## src/rtl/gaussian_row_scheduler.sv

```systemverilog
// Read-side scheduler for the Gaussian stage FIFO: waits for a full row, then
// bursts one row of reads to the up sampler and frames the returned pixels.
module gaussian_row_scheduler #(
    parameter int IMG_W      = 320,
    parameter int IMG_H      = 240,
    parameter int FIFO_DEPTH = 1024,
    parameter int OCC_W      = 11
) (
    input  logic             clk,
    input  logic             rst,
    input  logic             start,
    input  logic             wr_valid,
    input  logic             fifo_empty,
    input  logic             fifo_valid,
    input  logic             up_ready,
    output logic             rd_en,
    output logic             pix_valid,
    output logic             sol,
    output logic             eol,
    output logic             sof,
    output logic             eof,
    output logic             busy,
    output logic             done,
    output logic             overflow,
    output logic [OCC_W-1:0] occupancy
);

    localparam int PIX_W = $clog2(IMG_W);
    localparam int ROW_W = (IMG_H > 1) ? $clog2(IMG_H) : 1;

    localparam logic [PIX_W-1:0] LAST_PIX = PIX_W'(IMG_W - 1);
    localparam logic [ROW_W-1:0] LAST_ROW = ROW_W'(IMG_H - 1);
    localparam logic [OCC_W-1:0] DEPTH    = OCC_W'(FIFO_DEPTH);
    localparam logic [OCC_W-1:0] ROW_PIX  = OCC_W'(IMG_W);

    typedef enum logic [2:0] {
        IDLE,
        WAIT_ROW,
        BURST,
        DRAIN,
        DONE
    } state_t;

    state_t state;
    state_t state_next;

    logic [PIX_W-1:0] issued;
    logic [PIX_W-1:0] returned;
    logic [ROW_W-1:0] row;
    logic             row_returned;
    logic             start_ok;
    logic             wr_accept;
    logic             rd_req;
    logic             drain_exit;

    assign start_ok   = (state == IDLE) && start;
    assign wr_accept  = wr_valid && (occupancy < DEPTH);
    assign rd_req     = up_ready && !fifo_empty;
    assign drain_exit = (state == DRAIN) && row_returned;

    always_ff @(posedge clk or negedge rst) begin
        if (!rst) begin
            state <= IDLE;
        end else begin
            state <= state_next;
        end
    end

    always_comb begin
        state_next = state;
        rd_en      = 1'b0;
        unique case (state)
            IDLE: begin
                if (start) state_next = WAIT_ROW;
            end
            WAIT_ROW: begin
                if (occupancy >= ROW_PIX) state_next = BURST;
            end
            BURST: begin
                rd_en = rd_req;
                if (rd_req && (issued == LAST_PIX)) state_next = DRAIN;
            end
            DRAIN: begin
                if (row_returned) state_next = (row == LAST_ROW) ? DONE : WAIT_ROW;
            end
            DONE: begin
                state_next = IDLE;
            end
            default: begin
                state_next = IDLE;
            end
        endcase
    end

    assign busy      = (state != IDLE);
    assign done      = (state == DONE);
    assign pix_valid = fifo_valid;
    assign sol       = pix_valid && (returned == '0);
    assign eol       = pix_valid && (returned == LAST_PIX);
    assign sof       = sol && (row == '0);
    assign eof       = eol && (row == LAST_ROW);

    // returned wraps at row end, so row_returned remembers that the last pixel came back
    always_ff @(posedge clk or negedge rst) begin
        if (!rst) begin
            issued       <= '0;
            returned     <= '0;
            row          <= '0;
            row_returned <= 1'b0;
        end else if (start_ok) begin
            issued       <= '0;
            returned     <= '0;
            row          <= '0;
            row_returned <= 1'b0;
        end else begin
            if (rd_en && (issued != LAST_PIX)) issued <= issued + 1'b1;
            if (pix_valid) begin
                if (returned == LAST_PIX) begin
                    returned     <= '0;
                    row_returned <= 1'b1;
                end else begin
                    returned <= returned + 1'b1;
                end
            end
            if (drain_exit) begin
                issued       <= '0;
                returned     <= '0;
                row_returned <= 1'b0;
                if (row != LAST_ROW) row <= row + 1'b1;
            end
        end
    end

    always_ff @(posedge clk or negedge rst) begin
        if (!rst) begin
            occupancy <= '0;
            overflow  <= 1'b0;
        end else begin
            if (wr_accept && !rd_en) begin
                occupancy <= occupancy + 1'b1;
            end else if (!wr_accept && rd_en) begin
                occupancy <= occupancy - 1'b1;
            end
            if (start_ok) begin
                overflow <= 1'b0;
            end else if (wr_valid && (occupancy == DEPTH)) begin
                overflow <= 1'b1;
            end
        end
    end

endmodule

```

## config.mk

```make
export PLATFORM = sky130hd
export DESIGN_NAME = gaussian_row_scheduler
export DESIGN_NICKNAME = d
export VERILOG_FILES = /design/src/rtl/gaussian_row_scheduler.sv
export SDC_FILE = /design/constraint.sdc
export NUM_CORES = 1
export LEC_CHECK = 0
export BUFFER_PORTS_ARGS = -buffer_cell sky130_fd_sc_hd__buf_4
export CELL_PAD_IN_SITES_DETAIL_PLACEMENT = 1
export CELL_PAD_IN_SITES_GLOBAL_PLACEMENT = 2
export CORE_ASPECT_RATIO = 1.5
export CORE_MARGIN = 10
export CORE_UTILIZATION = 34
export CTS_BUF_LIST = sky130_fd_sc_hd__clkbuf_8
export CTS_CLUSTER_SIZE = 30
export DETAILED_ROUTE_END_ITERATION = 10
export PLACE_DENSITY = 0.81
export SLEW_MARGIN = 25
export SYNTH_ARGS = -nofsm -noshare
export SYNTH_HDL_FRONTEND = slang
export SYNTH_SLANG_ARGS = --single-unit
```

## constraint.sdc

```tcl
create_clock -name clk -period 3.25 [get_ports clk]
set_clock_uncertainty 0.05 [all_clocks]
set_input_delay 0.4875 -clock clk [delete_from_list [all_inputs] [get_ports clk]]
set_output_delay 0.4875 -clock clk [all_outputs]
set_load 0.02 [all_outputs]
```

==> metrics.txt, run 1 <==
status=complete, no violations; Synth area leader=dfrtp_1; FMAX=about 350 MHz; CTS tree=done; post-route ant nets=0; cell area after synthesis=around 2600 sq um; top cells by count, synth=dfrtp_1, nor2_1, nand2_1, xor2_1, inv_1; final net count=341; global route overflow=0; final worst slack=approximately 360 ps; Slew Limit Fails=0; Starting Density=roughly a third; Setup Fix Bufs, Post-CTS=0; Clock transition at path regs=about 100 ps; Max VDD drop=0.372 mV; CTS Buf Count=5; DRT iter0 DRCs=53; Power Dens Cells=approximately 790 nW/um^2; via count=between 2k and 2.5k; Max-cap violations=0; via/cell ratio=between 5 and 6; post-synthesis cell type count=51; CTS root buffer=clkbuf_8; Flop pwr share=between 30% and 40%; sequential area share after synthesis=about 40%; Setup CP Type=reg -> reg; worst skew pair latency=~310 ps; top-area cell type share of the netlist area=between 30% and 40%; Post-Syn Instances=about 290; RSZ-0062 raised after global routing=no; GRT Overall Usage=a little under an eighth; remaining routing DRC violations=0; CTS resizes=0; crit path DAT=3060 ps; syn nets=about 300; max_slew headroom=between 60 and 70%; Top FF cell, synth=dfrtp_1; RR Endpoint=occupancy[10]; Reg2Reg Launch Point=state[2]; final wirelength=about 6700 um; Crit Path Max Fanout=4; Pre-Repair DR Iteration Count=4; Sink Count=between 40 and 50; Clock Tree Buf Depth=2; number of synthesized flops with an enable pin=0; share of cells above drive strength 1=about 17%; Leak=~1.5 nW; Critical Path RT=3420 ps; GPL Wtd Cong=around 0.79; Crit. End Element=flop; FFs w/ async S/R, synth=100%; H-tree depth=2; count leader, synth=dfrtp_1; endpoints failing hold=0; dpl ws=approximately 150 ps; first-pass GRT wire length=between 10000 and 15000 um; I/O pin count=27; period utilization=just under 90%; worst hold path type=in -> async; Sw Share=roughly 45%; die width=between 90 and 100 um; crit start category=flop; row cnt=39; Least-Margin Pin Slew=about 560 ps; Clock Power Share=about 15%; Tmin final=between 2000 and 3000 ps; P&R area growth vs syn=16.0%; Net Sw Power=about 1.1 mW; Comb pwr share=between 40% and 50%; R2R Setup Slk=roughly 360 ps; vias in the first global route=about 2.4k; core footprint=around 7600 sq um; largest net degree at the start of global routing=43; worst reg-to-reg path cell count=11; post-detail-place hpwl=between 4000 and 5000 um; die area=~12000 sq um; DR WL/cell=between 15 and 20 um; Pint=around 1.3 mW; PortBufs=26; Synth warnings=0; syn avg cell area=9.19 sq um; Die Y=around 130 um; Final Setup Violations=0; Inserted Diodes=0; Hold Buf Count CTS=0; antenna violations before repair=0; Seq cells post-synth=between 40 and 50; Final TNS setup=0 ps; synth top area cells=dfrtp_1, ha_1, xor2_1
cells in the final DEF, fill, tap and decap left out, drive strengths merged, types with 2 or more instances in the layout:
cell type  instances
ha                15
and3              12
or3                2
nor4b              2
buf               34
a211oi             3
and2               3
nand2b             2
o31ai              2
nand2             20
xor2              20
nand4              8
o211ai             4
nor4               4
a31o               2
nor2b              3
a21o               3
clkinvlp           2
nor2              39
mux2i              2
dfrtp             42
xnor2              5
nor3b              2
inv               17
nand3              9
clkbuf             5
a31oi              3
o21a               4
o2111ai            4
nor3               6
a21oi             14
o21ai             14
or3b               2
metrics by stage:
| step | hold WS (ps) | cells | power (mW) | instance area, sq um | util, % |
|---|---|---|---|---|---|
| final | 103 | 421 | 2.41 | 3050 | 40.3 |
| after global routing | 140 | 421 | 2.64 | 3050 | 40.3 |
| after CTS | 119 | 421 | 2.45 | 3050 | 40.3 |
| after detailed placement | 477 | 413 | 2.06 | 2960 | 39.1 |
| after global placement | 456 | 413 | 2.03 | 2960 | 39.1 |
| after floorplan | 142 | 286 | 1.66 | 2630 | - |
state kept, by name, indices dropped and copies added, names as in the netlist:
name and cells:
overflow 1, state 3, row_returned 1, issued 9, returned 9, occupancy 11, row 8
power groups by stage:
stage	clock network, mW	registers [mW]	logic (mW)
final	0.365	0.851	1.19
after global routing	0.403	0.879	1.35
after CTS	0.386	0.849	1.21
after detailed placement	0	0.857	1.21
after global placement	0	0.853	1.18
after floorplan	0	0.879	0.777
per-layer routing:
layer  wire, um  up-vias  GRT usage [%]
li1           -     1075              -
met3        217        6           2.64
met4        114        0           4.83
met2       3360       30           21.0
met1       2990     1093           13.7
met5          0        -              0
worst max-delay path, stage by stage (launching register included):
cell and delay [ps]:
dfrtp_1 380, nand2b_1 190, nor3_1 250, inv_1 70, ha_1 250, inv_1 120, ha_1 280, nor2b_1 160
o31a_1 300, o31ai_2 280, mux2_2 370, o2111ai_1 90
kinds of logic after synthesis:
group / share of synthesized area, %
mux: 1.19
flops: 40.0
simple gates: 22.9
buf+inv: 4.38
xor+xnor: 8.33
compound gates: 15.3
fa+ha+maj: 7.90
layout make-up:
| cell class | instances | area, sq um |
|---|---|---|
| Multi-Input combinational cell | 219 | 1460 |
| Timing Repair Buffer | 34 | 255 |
| Inverter | 16 | 60.1 |
| Fill cell | 931 | 4510 |
| Clock buffer | 5 | 68.8 |
| Clock inverter | 3 | 23.8 |
| Sequential cell | 42 | 1050 |
| Tap cell | 102 | 128 |
how the worst max path moves through the flow:
stage	from	endpoint	slack, ps	cells after the start
2_1_floorplan	state[2]	occupancy[10]	150	12
3_3_place_gp	fifo_empty	occupancy[10]	290	12
3_5_place_dp	fifo_empty	occupancy[9]	150	13
4_1_cts	state[2]	occupancy[9]	320	12
5_1_grt	state[2]	occupancy[9]	30	12
6_report	state[2]	occupancy[10]	360	11
Power figures use the tool's default switching activity.
==> inputs of run 2 (changes only) <==
--- a/config.mk
+++ b/config.mk
@@ -6,15 +6,13 @@
 export NUM_CORES = 1
 export LEC_CHECK = 0
 export BUFFER_PORTS_ARGS = -buffer_cell sky130_fd_sc_hd__buf_4
-export CELL_PAD_IN_SITES_DETAIL_PLACEMENT = 1
-export CELL_PAD_IN_SITES_GLOBAL_PLACEMENT = 2
 export CORE_ASPECT_RATIO = 1.5
 export CORE_MARGIN = 10
-export CORE_UTILIZATION = 34
+export CORE_UTILIZATION = 55
 export CTS_BUF_LIST = sky130_fd_sc_hd__clkbuf_8
 export CTS_CLUSTER_SIZE = 30
 export DETAILED_ROUTE_END_ITERATION = 10
-export PLACE_DENSITY = 0.81
+export PLACE_DENSITY = 0.82
 export SLEW_MARGIN = 25
 export SYNTH_ARGS = -nofsm -noshare
 export SYNTH_HDL_FRONTEND = slang
==> run 2 against run 1 <==
  * Sequential power shrank 0.5%
  * Flip-flop and latch count is the same
  * Register-to-register slack lost 40 ps
  * Combinational power is essentially flat
  * Core utilization grew 26 points
  * Total power grew 5.1%
  * Cell area shrank 0.57%
  * Count of clock-buffer cells in the layout is the same
  * First-iteration DRC count grew 110%
  * Final cell count shrank 9.5%
  * Largest cell class unchanged
  * Highest routed layer unchanged
==> metrics.txt, run 2 (synthesized netlist as in run 1, its figures left out) <==
status=complete, no violations; global route overflow=0; worst hold path type=in -> async; Largest Register=occupancy; share of cells above drive strength 1=~16%; first-pass GRT wire length=a little under 10000 um; largest net degree at the start of global routing=43; GRT Overall Usage=approximately 14%; Setup Fix Bufs, Post-CTS=0; H-tree depth=2; Die Y=approximately 100 um; P&R area growth vs syn=15.3%; crit start category=flop; Inserted Diodes=0; Setup CP Type=reg -> reg; die width=76.5 um; Hold Buf Count CTS=0; GPL Wtd Cong=between 0.8 and 0.9; crit path DAT=slightly above 3000 ps; Critical Path RT=between 3000 and 4000 ps; die area=around 8000 sq um; I/O pin count=27; DR WL/cell=roughly 15 um; Slew Limit Fails=0; Clock transition at path regs=90 ps; Max-cap violations=0; Crit-path slowest cell=dfrtp_1; Final TNS setup=0 ps; Comb pwr share=46.8%; post-detail-place hpwl=between 4000 and 5000 um; FMAX=between 300 and 400 MHz; CTS resizes=0; Least-Margin Pin Slew=521 ps; final wirelength=about 5700 um; Clock Tree Buf Depth=2; Largest register FFs=11; antenna violations before repair=0; vias in the first global route=roughly 2.2k; Sink Count=42; final net count=around 340; most frequent cells in the layout=dfrtp_1, nor2_1, buf_4, nand2_1, xor2_1; Max VDD drop=~0.60 mV; PortBufs=26; Pre-Repair DR Iteration Count=4; via/cell ratio=approximately 5.7; remaining routing DRC violations=0; RSZ-0062 raised after global routing=no; row cnt=30; post-route ant nets=0; max incr delay on CP=around 450 ps; Largest regs=occupancy: 11 flops, issued: 9 flops, returned: 9 flops; endpoints failing hold=0; Crit Path Max Fanout=7; CTS tree=done; Clock Power Share=about 20%; CTS Buf Count=5; core footprint=between 4000 and 5000 sq um; worst reg-to-reg path cell count=11; Sw Share=approximately 42%; worst-path cell chain=nand2b_1, nor3_1, inv_1, ha_1, inv_1, ha_1, nor2b_1, o31a_1, o31ai_2, mux2_2, o2111ai_1; via count=between 2k and 2.5k; Leak=around 1.5 nW; commonest non-fill, non-tap cell in the layout=dfrtp_1; worst skew pair latency=roughly 300 ps; period utilization=between 90 and 100%; Pint=~1.5 mW; Flop pwr share=33.5%; Crit. End Element=flop; Power Dens Cells=approximately 830 nW/um^2; Tmin final=2940 ps; Net Sw Power=1.05 mW; CTS root buffer=clkbuf_8; Power Total=2.53 mW; Final Setup Violations=0; max_slew headroom=approximately 65%; DRT iter0 DRCs=between 100 and 150; Starting Density=a little under three fifths
-- run 2: changes by cell type in the layout (fill, tap and decap cells not counted) --
cell | previous run | this run
clkinv_4 | 0 | 1
clkinvlp_4 | 2 | 0
bufinv_16 | 0 | 2
inv_6 | 1 | 0
buf_4 | 34 | 32
-- run 2: worst max-delay path: cells and delay by family, from the launching register on --
family / cells / cell delay, ps
AO/OA/AOI/OAI: 3 / 660
adder cells (fa/ha/maj): 2 / 530
buffers and inverters: 2 / 190
flip-flops: 1 / 450
multiplexers: 1 / 370
AND/OR/NAND/NOR: 3 / 610
-- run 2: path summary, 6_finish.rpt --
path / from / end / slack (ps)
setup / recovery: state[2] / occupancy[10] / 310
hold / removal: rst / returned[5] / 110
setup reg to reg: state[2] / occupancy[10] / 310
hold reg to reg: issued[0] / issued[0] / 500
max in group asynchronous: rst / occupancy[0] / 2680
min in group clk: fifo_valid / returned[0] / 480
-- run 2: power by group through the flow --
stage          clock network (mW)  registers (mW)  logic (mW)
4_1_cts                     0.507           0.845        1.18
2_1_floorplan                   0           0.879       0.777
6_report                    0.499           0.847        1.18
3_3_place_gp                    0           0.847        1.13
3_5_place_dp                    0           0.847        1.17
5_1_grt                     0.531           0.869        1.33
-- run 2: layer usage --
layer  vias to the layer above  part of all wire [%]  track usage [%]
li1                       1074                     -                -
met5                         -                     0                0
met4                         0                   2.1             7.20
met1                      1041                    42             16.7
met2                        51                    51             24.2
met3                         9                   5.0             3.43
-- run 2: through the flow --
step,instance area (sq um),instances,utilization (%),setup WS (ps),hold WS (ps)
global route,3030,381,66.2,17.1,134
CTS,3030,381,66.2,305,123
finish,3030,381,66.2,314,109
global placement,2890,373,63.2,322,454
detailed placement,2890,373,63.2,228,453
floorplan,2630,286,-,150,142
-- run 2: layout make-up --
cell class                      count  area (sq um)
Fill cell                         398          1550
Multi-Input combinational cell    219          1460
Sequential cell                    42          1050
Timing Repair Buffer               32           240
Tap cell                           64          80.1
Clock buffer                        5          68.8
Clock inverter                      3          68.8
Inverter                           16          60.1
